$ cat config.mk
export PLATFORM = sky130hd
export DESIGN_NAME = sif_xa_arb
export DESIGN_NICKNAME = d
export VERILOG_FILES = /design/src/rtl/sif_pkg.sv /design/src/rtl/sif_rr_arb2.sv /design/src/rtl/sif_xa_arb.sv
export SDC_FILE = /design/constraint.sdc
export NUM_CORES = 1
export LEC_CHECK = 0
export CAP_MARGIN = 25
export CORE_MARGIN = 3
export CORE_UTILIZATION = 39
export CTS_CLUSTER_SIZE = 12
export DETAILED_ROUTE_END_ITERATION = 8
export GPL_ROUTABILITY_DRIVEN = 0
export GPL_TIMING_DRIVEN = 0
export HOLD_SLACK_MARGIN = 0.06
export PLACE_DENSITY_LB_ADDON = 0.1
export SLEW_MARGIN = 20
export SYNTH_ARGS = -nofsm -noshare
export SYNTH_HDL_FRONTEND = slang
export SYNTH_SLANG_ARGS = --single-unit
$ cat constraint.sdc
create_clock -name clk -period 1.8 [get_ports clk]
set_input_delay 0.27 -clock clk [delete_from_list [all_inputs] [get_ports clk]]
set_output_delay 0.27 -clock clk [all_outputs]
set_load 0.02 [all_outputs]
$ cat src/rtl/sif_pkg.sv
// Shared definitions for the SIF XA arbiter: FSM state encoding and default geometry.
`timescale 1ns/1ps

package sif_pkg;

    typedef enum logic [1:0] {
        IDLE   = 2'd0,
        ISSUE  = 2'd1,
        RDWAIT = 2'd2
    } sif_state_e;

    localparam int unsigned SIF_AW     = 8;
    localparam int unsigned SIF_DW     = 16;
    localparam int unsigned SIF_RD_LAT = 2;

endpackage

$ cat src/rtl/sif_rr_arb2.sv
// Two-input round-robin selector; the last-grant register updates only when the
// caller accepts the current winner.
`timescale 1ns/1ps

module sif_rr_arb2 (
    input  logic       clk,
    input  logic       rst_b,
    input  logic [1:0] req,
    input  logic       take,
    output logic       win,
    output logic       any
);

    logic last_q, last_d;

    always_comb begin
        any = |req;
        // On a tie the requester that did not win last time goes first.
        if (req == 2'b11) begin
            win = ~last_q;
        end else begin
            win = req[1];
        end
        last_d = take ? win : last_q;
    end

    always_ff @(posedge clk or negedge rst_b) begin
        if (!rst_b) begin
            last_q <= 1'b1;
        end else begin
            last_q <= last_d;
        end
    end

endmodule

$ cat src/rtl/sif_xa_arb.sv
// Two-requester arbiter onto a single SIF XA strobe interface, one access outstanding.
// Define SIF_XA_ARB_CNT_EN to add saturating per-requester grant counters (r0_cnt/r1_cnt).
`timescale 1ns/1ps

module sif_xa_arb
    import sif_pkg::*;
#(
    parameter int unsigned AW     = SIF_AW,
    parameter int unsigned DW     = SIF_DW,
    parameter int unsigned RD_LAT = SIF_RD_LAT
) (
    input  logic          clk,
    input  logic          rst_b,
    input  logic          r0_req,
    input  logic          r1_req,
    input  logic          r0_we,
    input  logic          r1_we,
    input  logic [AW-1:0] r0_addr,
    input  logic [AW-1:0] r1_addr,
    input  logic [DW-1:0] r0_wdata,
    input  logic [DW-1:0] r1_wdata,
    output logic          r0_gnt,
    output logic          r1_gnt,
    output logic          r0_rvalid,
    output logic          r1_rvalid,
    output logic [DW-1:0] r0_rdata,
    output logic [DW-1:0] r1_rdata,
    output logic          xa_wr_s,
    output logic          xa_rd_s,
    output logic [AW-1:0] xa_addr,
    output logic [DW-1:0] xa_data_wr,
    input  logic [DW-1:0] xa_data_rd
`ifdef SIF_XA_ARB_CNT_EN
    ,
    output logic [15:0]   r0_cnt,
    output logic [15:0]   r1_cnt
`endif
);

    localparam logic [2:0] LAT_LAST = 3'(RD_LAT - 1);

    sif_state_e    state_q, state_d;
    logic [2:0]    lat_q, lat_d;
    logic          owner_q, owner_d;
    logic          we_q, we_d;
    logic [AW-1:0] addr_q, addr_d;
    logic [DW-1:0] wdata_q, wdata_d;
    logic [DW-1:0] rdata_q, rdata_d;
    logic [1:0]    gnt_q, gnt_d;
    logic [1:0]    rvalid_q, rvalid_d;
    logic          wr_s_q, wr_s_d;
    logic          rd_s_q, rd_s_d;

    logic          arb_any;
    logic          arb_win;
    logic          arb_take;

    sif_rr_arb2 u_arb (
        .clk   (clk),
        .rst_b (rst_b),
        .req   ({r1_req, r0_req}),
        .take  (arb_take),
        .win   (arb_win),
        .any   (arb_any)
    );

    assign arb_take = (state_q == IDLE) && arb_any;

    always_comb begin
        state_d  = state_q;
        lat_d    = lat_q;
        owner_d  = owner_q;
        we_d     = we_q;
        addr_d   = addr_q;
        wdata_d  = wdata_q;
        rdata_d  = rdata_q;
        gnt_d    = '0;
        rvalid_d = '0;
        wr_s_d   = 1'b0;
        rd_s_d   = 1'b0;

        case (state_q)
            IDLE: begin
                // Strobe, grant and held address are registered here so they
                // all appear together in the single ISSUE cycle.
                if (arb_any) begin
                    owner_d = arb_win;
                    we_d    = arb_win ? r1_we    : r0_we;
                    addr_d  = arb_win ? r1_addr  : r0_addr;
                    wdata_d = arb_win ? r1_wdata : r0_wdata;
                    gnt_d   = arb_win ? 2'b10 : 2'b01;
                    wr_s_d  = we_d;
                    rd_s_d  = ~we_d;
                    state_d = ISSUE;
                end
            end
            ISSUE: begin
                lat_d   = '0;
                state_d = we_q ? IDLE : RDWAIT;
            end
            RDWAIT: begin
                if (lat_q == LAT_LAST) begin
                    rdata_d  = xa_data_rd;
                    rvalid_d = owner_q ? 2'b10 : 2'b01;
                    state_d  = IDLE;
                end else begin
                    lat_d = lat_q + 3'd1;
                end
            end
            default: state_d = IDLE;
        endcase
    end

    always_ff @(posedge clk or negedge rst_b) begin
        if (!rst_b) begin
            state_q  <= IDLE;
            lat_q    <= '0;
            owner_q  <= 1'b0;
            we_q     <= 1'b0;
            addr_q   <= '0;
            wdata_q  <= '0;
            rdata_q  <= '0;
            gnt_q    <= '0;
            rvalid_q <= '0;
            wr_s_q   <= 1'b0;
            rd_s_q   <= 1'b0;
        end else begin
            state_q  <= state_d;
            lat_q    <= lat_d;
            owner_q  <= owner_d;
            we_q     <= we_d;
            addr_q   <= addr_d;
            wdata_q  <= wdata_d;
            rdata_q  <= rdata_d;
            gnt_q    <= gnt_d;
            rvalid_q <= rvalid_d;
            wr_s_q   <= wr_s_d;
            rd_s_q   <= rd_s_d;
        end
    end

    assign r0_gnt     = gnt_q[0];
    assign r1_gnt     = gnt_q[1];
    assign r0_rvalid  = rvalid_q[0];
    assign r1_rvalid  = rvalid_q[1];
    assign r0_rdata   = rdata_q;
    assign r1_rdata   = rdata_q;
    assign xa_wr_s    = wr_s_q;
    assign xa_rd_s    = rd_s_q;
    assign xa_addr    = addr_q;
    assign xa_data_wr = wdata_q;

`ifdef SIF_XA_ARB_CNT_EN
    logic [15:0] cnt0_q, cnt0_d;
    logic [15:0] cnt1_q, cnt1_d;

    always_comb begin
        cnt0_d = cnt0_q;
        cnt1_d = cnt1_q;
        if (arb_take && !arb_win && (cnt0_q != '1)) begin
            cnt0_d = cnt0_q + 16'd1;
        end
        if (arb_take && arb_win && (cnt1_q != '1)) begin
            cnt1_d = cnt1_q + 16'd1;
        end
    end

    always_ff @(posedge clk or negedge rst_b) begin
        if (!rst_b) begin
            cnt0_q <= '0;
            cnt1_q <= '0;
        end else begin
            cnt0_q <= cnt0_d;
            cnt1_q <= cnt1_d;
        end
    end

    assign r0_cnt = cnt0_q;
    assign r1_cnt = cnt1_q;
`endif

endmodule

After elaboration in Yosys (flattened, before gate mapping)
Index checks and enable logic that the tools add are counted.
{ "word_totals": {"elab_cells": 50, "out_inout_bits": 62, "register_bits": 54, "in_bits": 70} }
{ "classes": {"add_sub_neg": 1, "n_bitwise": 2, "mux": 20, "n_eq_ne": 7, "n_reduce_logical": 8} }
{ "op_table": {"columns": ["cell", "n"], "rows": [
  ["2-bit 2-to-1 mux", 9],
  ["16-bit 2-to-1 mux", 1],
  ["8-bit 2-to-1 mux", 1],
  ["2-bit AND reduction", 4],
  ["1-bit 2-to-1 mux", 6],
  ["2-bit inequality test, second input constant", 3],
  ["2-bit case mux with 3 select lines", 1],
  ["3-bit case mux with 2 select lines", 1],
  ["2-bit == test, second input constant", 2],
  ["3-bit by 1-bit adder with 3-bit output, second input constant", 1],
  ["3-bit by 1-bit == test with 1-bit output, second input constant", 1],
  ["3-bit 2-to-1 mux", 1],
  ["2-bit by 1-bit == test with 1-bit output, second input constant", 1],
  ["2-bit zero test", 1],
  ["1-bit NOT", 2],
  ["2-bit nonzero test", 1],
  ["2-bit OR reduction", 1],
  ["1-bit logical AND", 1]
]} }

Depth between registers and ports, before layout
{ "depth": {"ltp_word": 6, "ltp_mapped": 6, "mapped_depth_nobuf": 5} }

Cells and area by module
From an unflattened synthesis, not the netlist that was laid out.
{ "unflattened": {"hier_cells": 209, "hier_area_um2": 2508.7} }
{ "by_module_without_submodules": {"columns": ["module", "n_inst", "cells_each", "seq_area_each_um2", "area_per_inst_um2"], "rows": [
  ["sif_xa_arb", 1, 205, 1326.3, 2449.8],
  ["sif_rr_arb2", 1, 4, 26.3, 58.8]
]} }

Worst setup path after synthesis
No wires, ideal clock.
{ "synth_timing": {"kind": "reg2reg", "startpoint": "register lat_q[1]", "endpoint": "register rdata_q[0], in the netlist r0_rdata[0]", "arrival_ns": 1.495, "n_path_buf": 1, "path_stages_with_launch": 7, "setup_ns": 0.125, "t_required_ns": 1.675, "synth_period_minus_slack_ns": 1.620, "setup_slack_ns": 0.180, "cell_sequence": "dfrtp_1 inv_1 ha_1 nand2b_1 nor3_4 buf_8 mux2_4"} }
{ "synth_via": {"elab_chain_len": 2} }
{ "synth_lines": {"columns": ["element", "line_no", "source"], "rows": [
  ["start: declaration", "sif_xa_arb.sv:43", "logic [2:0] lat_q, lat_d;"],
  ["start signal: assignment", "sif_xa_arb.sv:129", "lat_q <= lat_d;"],
  ["3-bit by 1-bit == test with 1-bit output", "sif_xa_arb.sv:102", "if (lat_q == LAT_LAST) begin"],
  ["2-bit AND reduction (no line)", null, null],
  ["end signal: assignment", "sif_xa_arb.sv:134", "rdata_q <= rdata_d;"],
  ["end: declaration", "sif_xa_arb.sv:48", "logic [DW-1:0] rdata_q, rdata_d;"]
]} }
No other way between the ends.
A chain may end at the register's enable or synchronous reset.

Worst setup path after layout
{ "layout_timing": {"startpoint": "register rdata_q[15], in the netlist r0_rdata[15]", "endpoint": "output r1_rdata[15]"} }
{ "layout_lines": {"columns": ["element", "line_no", "source"], "rows": [
  ["end: declaration", "sif_xa_arb.sv:27", "output logic [DW-1:0] r1_rdata,"]
]} }
No word-level cell between the ends.

==> impl_metrics.json <==
{
  "status": "finished clean",
  "hp-start": "owner_q",
  "postSynthCellCount": 218,
  "start_util_pct": 41.02,
  "crit_path_end_kind": "output pin",
  "die_y_um": 85.84,
  "preCtsSetupSlack_ns": -0.1537,
  "hpwlAfterDp_mm": 4.638,
  "dieWidth_um": 85.84,
  "nets": 431,
  "startpoint_type": "flop",
  "antenna_cells": 0,
  "io_buffers": 131,
  "max_freq_ghz": 0.5970,
  "path_clk_slew_ns": 0.09,
  "cp.arrival_ns": 1.41,
  "setup_viol": 0,
  "hold_viol": 0,
  "core_mm2": 0.006061,
  "numCtsBuffers": 5,
  "grt_usage_pct": 17.32,
  "ys_seq_elements": 54,
  "regArea_mm2": 0.001353,
  "multi_input_area_um2": 902.1,
  "crit_slowest_cell": "clkdlybuf4s50_1",
  "clockRootBuffer": "clkbuf_8",
  "ant_nets": 0,
  "synth_cell_type_count": 37,
  "final_layout_size_suffix_gt1_share_pct": 16.94,
  "clock_latency_ns": 0.30,
  "die_area_mm2": 0.007369,
  "reg2reg_from": "lat_q[1]",
  "route.detailed.drc": 0,
  "whs_ns": 0.4672,
  "synth.cell_area_mm2": 0.002486,
  "io_pins": 132,
  "p_leak_nw": 1.771,
  "final_cell_count_no_fill": 435,
  "htree_levels": 2,
  "worstPathRequired_ns": 1.53,
  "fin_crit_sh_pct": 93.06,
  "post-route-util_pct": 66.49,
  "cts.sinks": 54,
  "drt_pre_antenna_iters": 4,
  "drv_cap": 0,
  "fp-row-count": 28,
  "skew_ns": 0.007130,
  "crit_start": "r0_rdata[15]",
  "tightestPinTransition_ns": 0.6838,
  "fill_cells": 489,
  "vias": 2095,
  "cts_tree": "built",
  "cts_buffer_depth": 2,
  "yosysWarningCount": 0,
  "syn_nets": 290,
  "slew_headroom_pct": 54.41,
  "rsz0062_at_grt": "false",
  "place_inst": 424,
  "antenna_found_initial": 0,
  "first_iter_violations": 81,
  "wl_per_cell_um": 14.63,
  "power.density_mw_per_mm2": 1712,
  "grt_pass1_vias": 2122,
  "finalCriticalPeriod_ns": 1.675,
  "grt_pass1_wl_mm": 10.31,
  "vdd.ir_drop.worst_uv": 1156,
  "hold_class": "flop to flop",
  "path_class": "flop to output pin",
  "via_per_inst": 4.816,
  "crit_path_max_incr_delay_ns": 0.58,
  "grt_max_degree": 55,
  "power.total_mw": 6.901,
  "syn_area_per_cell_um2": 11.40,
  "routed_wl_mm": 6.363,
  "timing.final.ws_setup_ns": 0.1249,
  "crit_chain": "buf_4 -> clkdlybuf4s50_1",
  "slew_viol_final": 0,
  "grt_overflow_total": 0,
  "synthToLayoutAreaGrowth_pct": 62.10,
  "crit_fanout": 3,
  "yosysSeqAreaShare_pct": 54.40
}
-- final timing paths --
check,slack (ns),depth (start not counted),endpoint
worst max register to register,0.12,6,r0_rdata[2]
worst min-delay path,0.47,1,rvalid_q[0]
worst max-delay path,0.12,2,r1_rdata[15]
max in group asynchronous,0.79,2,r0_rdata[6]
min in group asynchronous,0.53,2,r0_rdata[11]
worst min register to register,0.47,1,rvalid_q[0]
-- sequential cells by signal, indices dropped and copies added (netlist names) --
signal	flops
rvalid_q	2
xa_rd_s	1
xa_data_wr	16
state_q	2
u_arb.last_q	1
gnt_q	2
xa_addr	8
lat_q	3
xa_wr_s	1
r0_rdata	16
we_q	1
owner_q	1
-- cell families after synthesis --
logic type               synth area share, %
flip-flops                             54.40
AND/OR/NAND/NOR                        12.03
adder cells (fa/ha/maj)                1.006
multiplexers                           9.009
AO/OA/AOI/OAI                          14.24
buffers and inverters                  9.310
-- per-layer routing --
metal	GRT usage (%)	vias up	wire (µm)
met1	24.29	978	2906
met4	4.173	0	33
met2	26.98	79	2955
met3	4.419	4	468
li1	-	1034	-
met5	0	-	0
-- power breakdown --
| group | switching (mW) | internal (mW) | total, mW |
|---|---|---|---|
| clock | 0.379 | 0.454 | 0.833 |
| sequential | 0.360 | 1.77 | 2.13 |
| combinational | 1.84 | 2.09 | 3.94 |
-- through the flow --
stage               cell area (µm²)  setup TNS (ns)
floorplan                      2486               0
global placement               3891          -68.14
detailed placement             3889          -2.063
CTS                            4030               0
global route                   4030               0
finish                         4030               0
-- placed cells by master, fill, tap and decap left out, types with 2 or more instances in the layout --
cell type        Yosys  final
clkbuf_8             0      6
a221o_1              9      9
clkdlybuf4s50_1      0    130
and2_1               2      2
mux2_4               9      9
a21o_1               2      2
a22o_1               2      2
o31ai_1              2      2
buf_4               18     21
dfrtp_1             53     53
clkbuf_1             3      4
buf_2                5      5
o21ai_0              2      2
a31oi_1             15     15
a21oi_1             19     19
and3_1               9      9
mux2_2               7      7
nand2_1             35     35
ha_1                 2      2
nor2_1               2      2
inv_2                2      2
buf_6                3      3
-- worst max-delay path: cells and delay by family, from the launching register on --
family / cells / cell delay [ns]
buffers and inverters: 2 / 0.70
flip-flops: 1 / 0.40
-- repair_timing --
item / CTS / global route
resized for setup: 0 / 0
setup endpoints to repair: 9 / 0
buffers inserted: 2 / 0
hold buffers: 1 / 0
endpoints found under the hold margin: 53 / 0
-- layout make-up --
type | count | share of cell area (%)
Tap cell | 75 | 2.328
Timing Repair Buffer | 134 | 33.10
Multi-Input combinational cell | 131 | 22.38
Buffer | 30 | 5.464
Clock inverter | 1 | 0.7451
Sequential cell | 54 | 33.56
Inverter | 3 | 0.2794
Clock buffer | 7 | 2.142
-- synth_stat cells --
cell type / instances / area, µm²
mux2_4: 9 / 135.1
ha_1: 2 / 25.02
a21bo_2: 1 / 10.01
dfrtp_1: 53 / 1326
nor2b_1: 1 / 6.260
a221o_1: 9 / 90.09
buf_4: 18 / 135.1
or2_1: 1 / 6.260
a21oi_1: 19 / 95.09
nor2_1: 2 / 7.510
a31oi_1: 15 / 93.84
clkbuf_1: 3 / 11.26
nor4_1: 1 / 6.260
o21ai_0: 2 / 10.01
buf_6: 3 / 33.78
nor3_1: 1 / 5.000
nand2_1: 35 / 131.4
nor4b_1: 1 / 8.760
a21o_1: 2 / 15.01
mux2_2: 7 / 78.83
or2_2: 1 / 6.260
and2_1: 2 / 12.51
nand3b_1: 1 / 7.510
a21boi_1: 1 / 7.510
inv_1: 1 / 3.750
dfstp_2: 1 / 26.28
a22o_1: 2 / 17.52
buf_8: 1 / 15.01
buf_2: 5 / 25.02
nand2b_1: 1 / 6.260
inv_2: 2 / 7.510
nor2_4: 1 / 11.26
nor3_4: 1 / 16.27
o31ai_1: 2 / 15.01
mux2i_1: 1 / 10.01
and3_4: 1 / 11.26
and3_1: 9 / 56.30
Power figures use the tool's default switching activity.
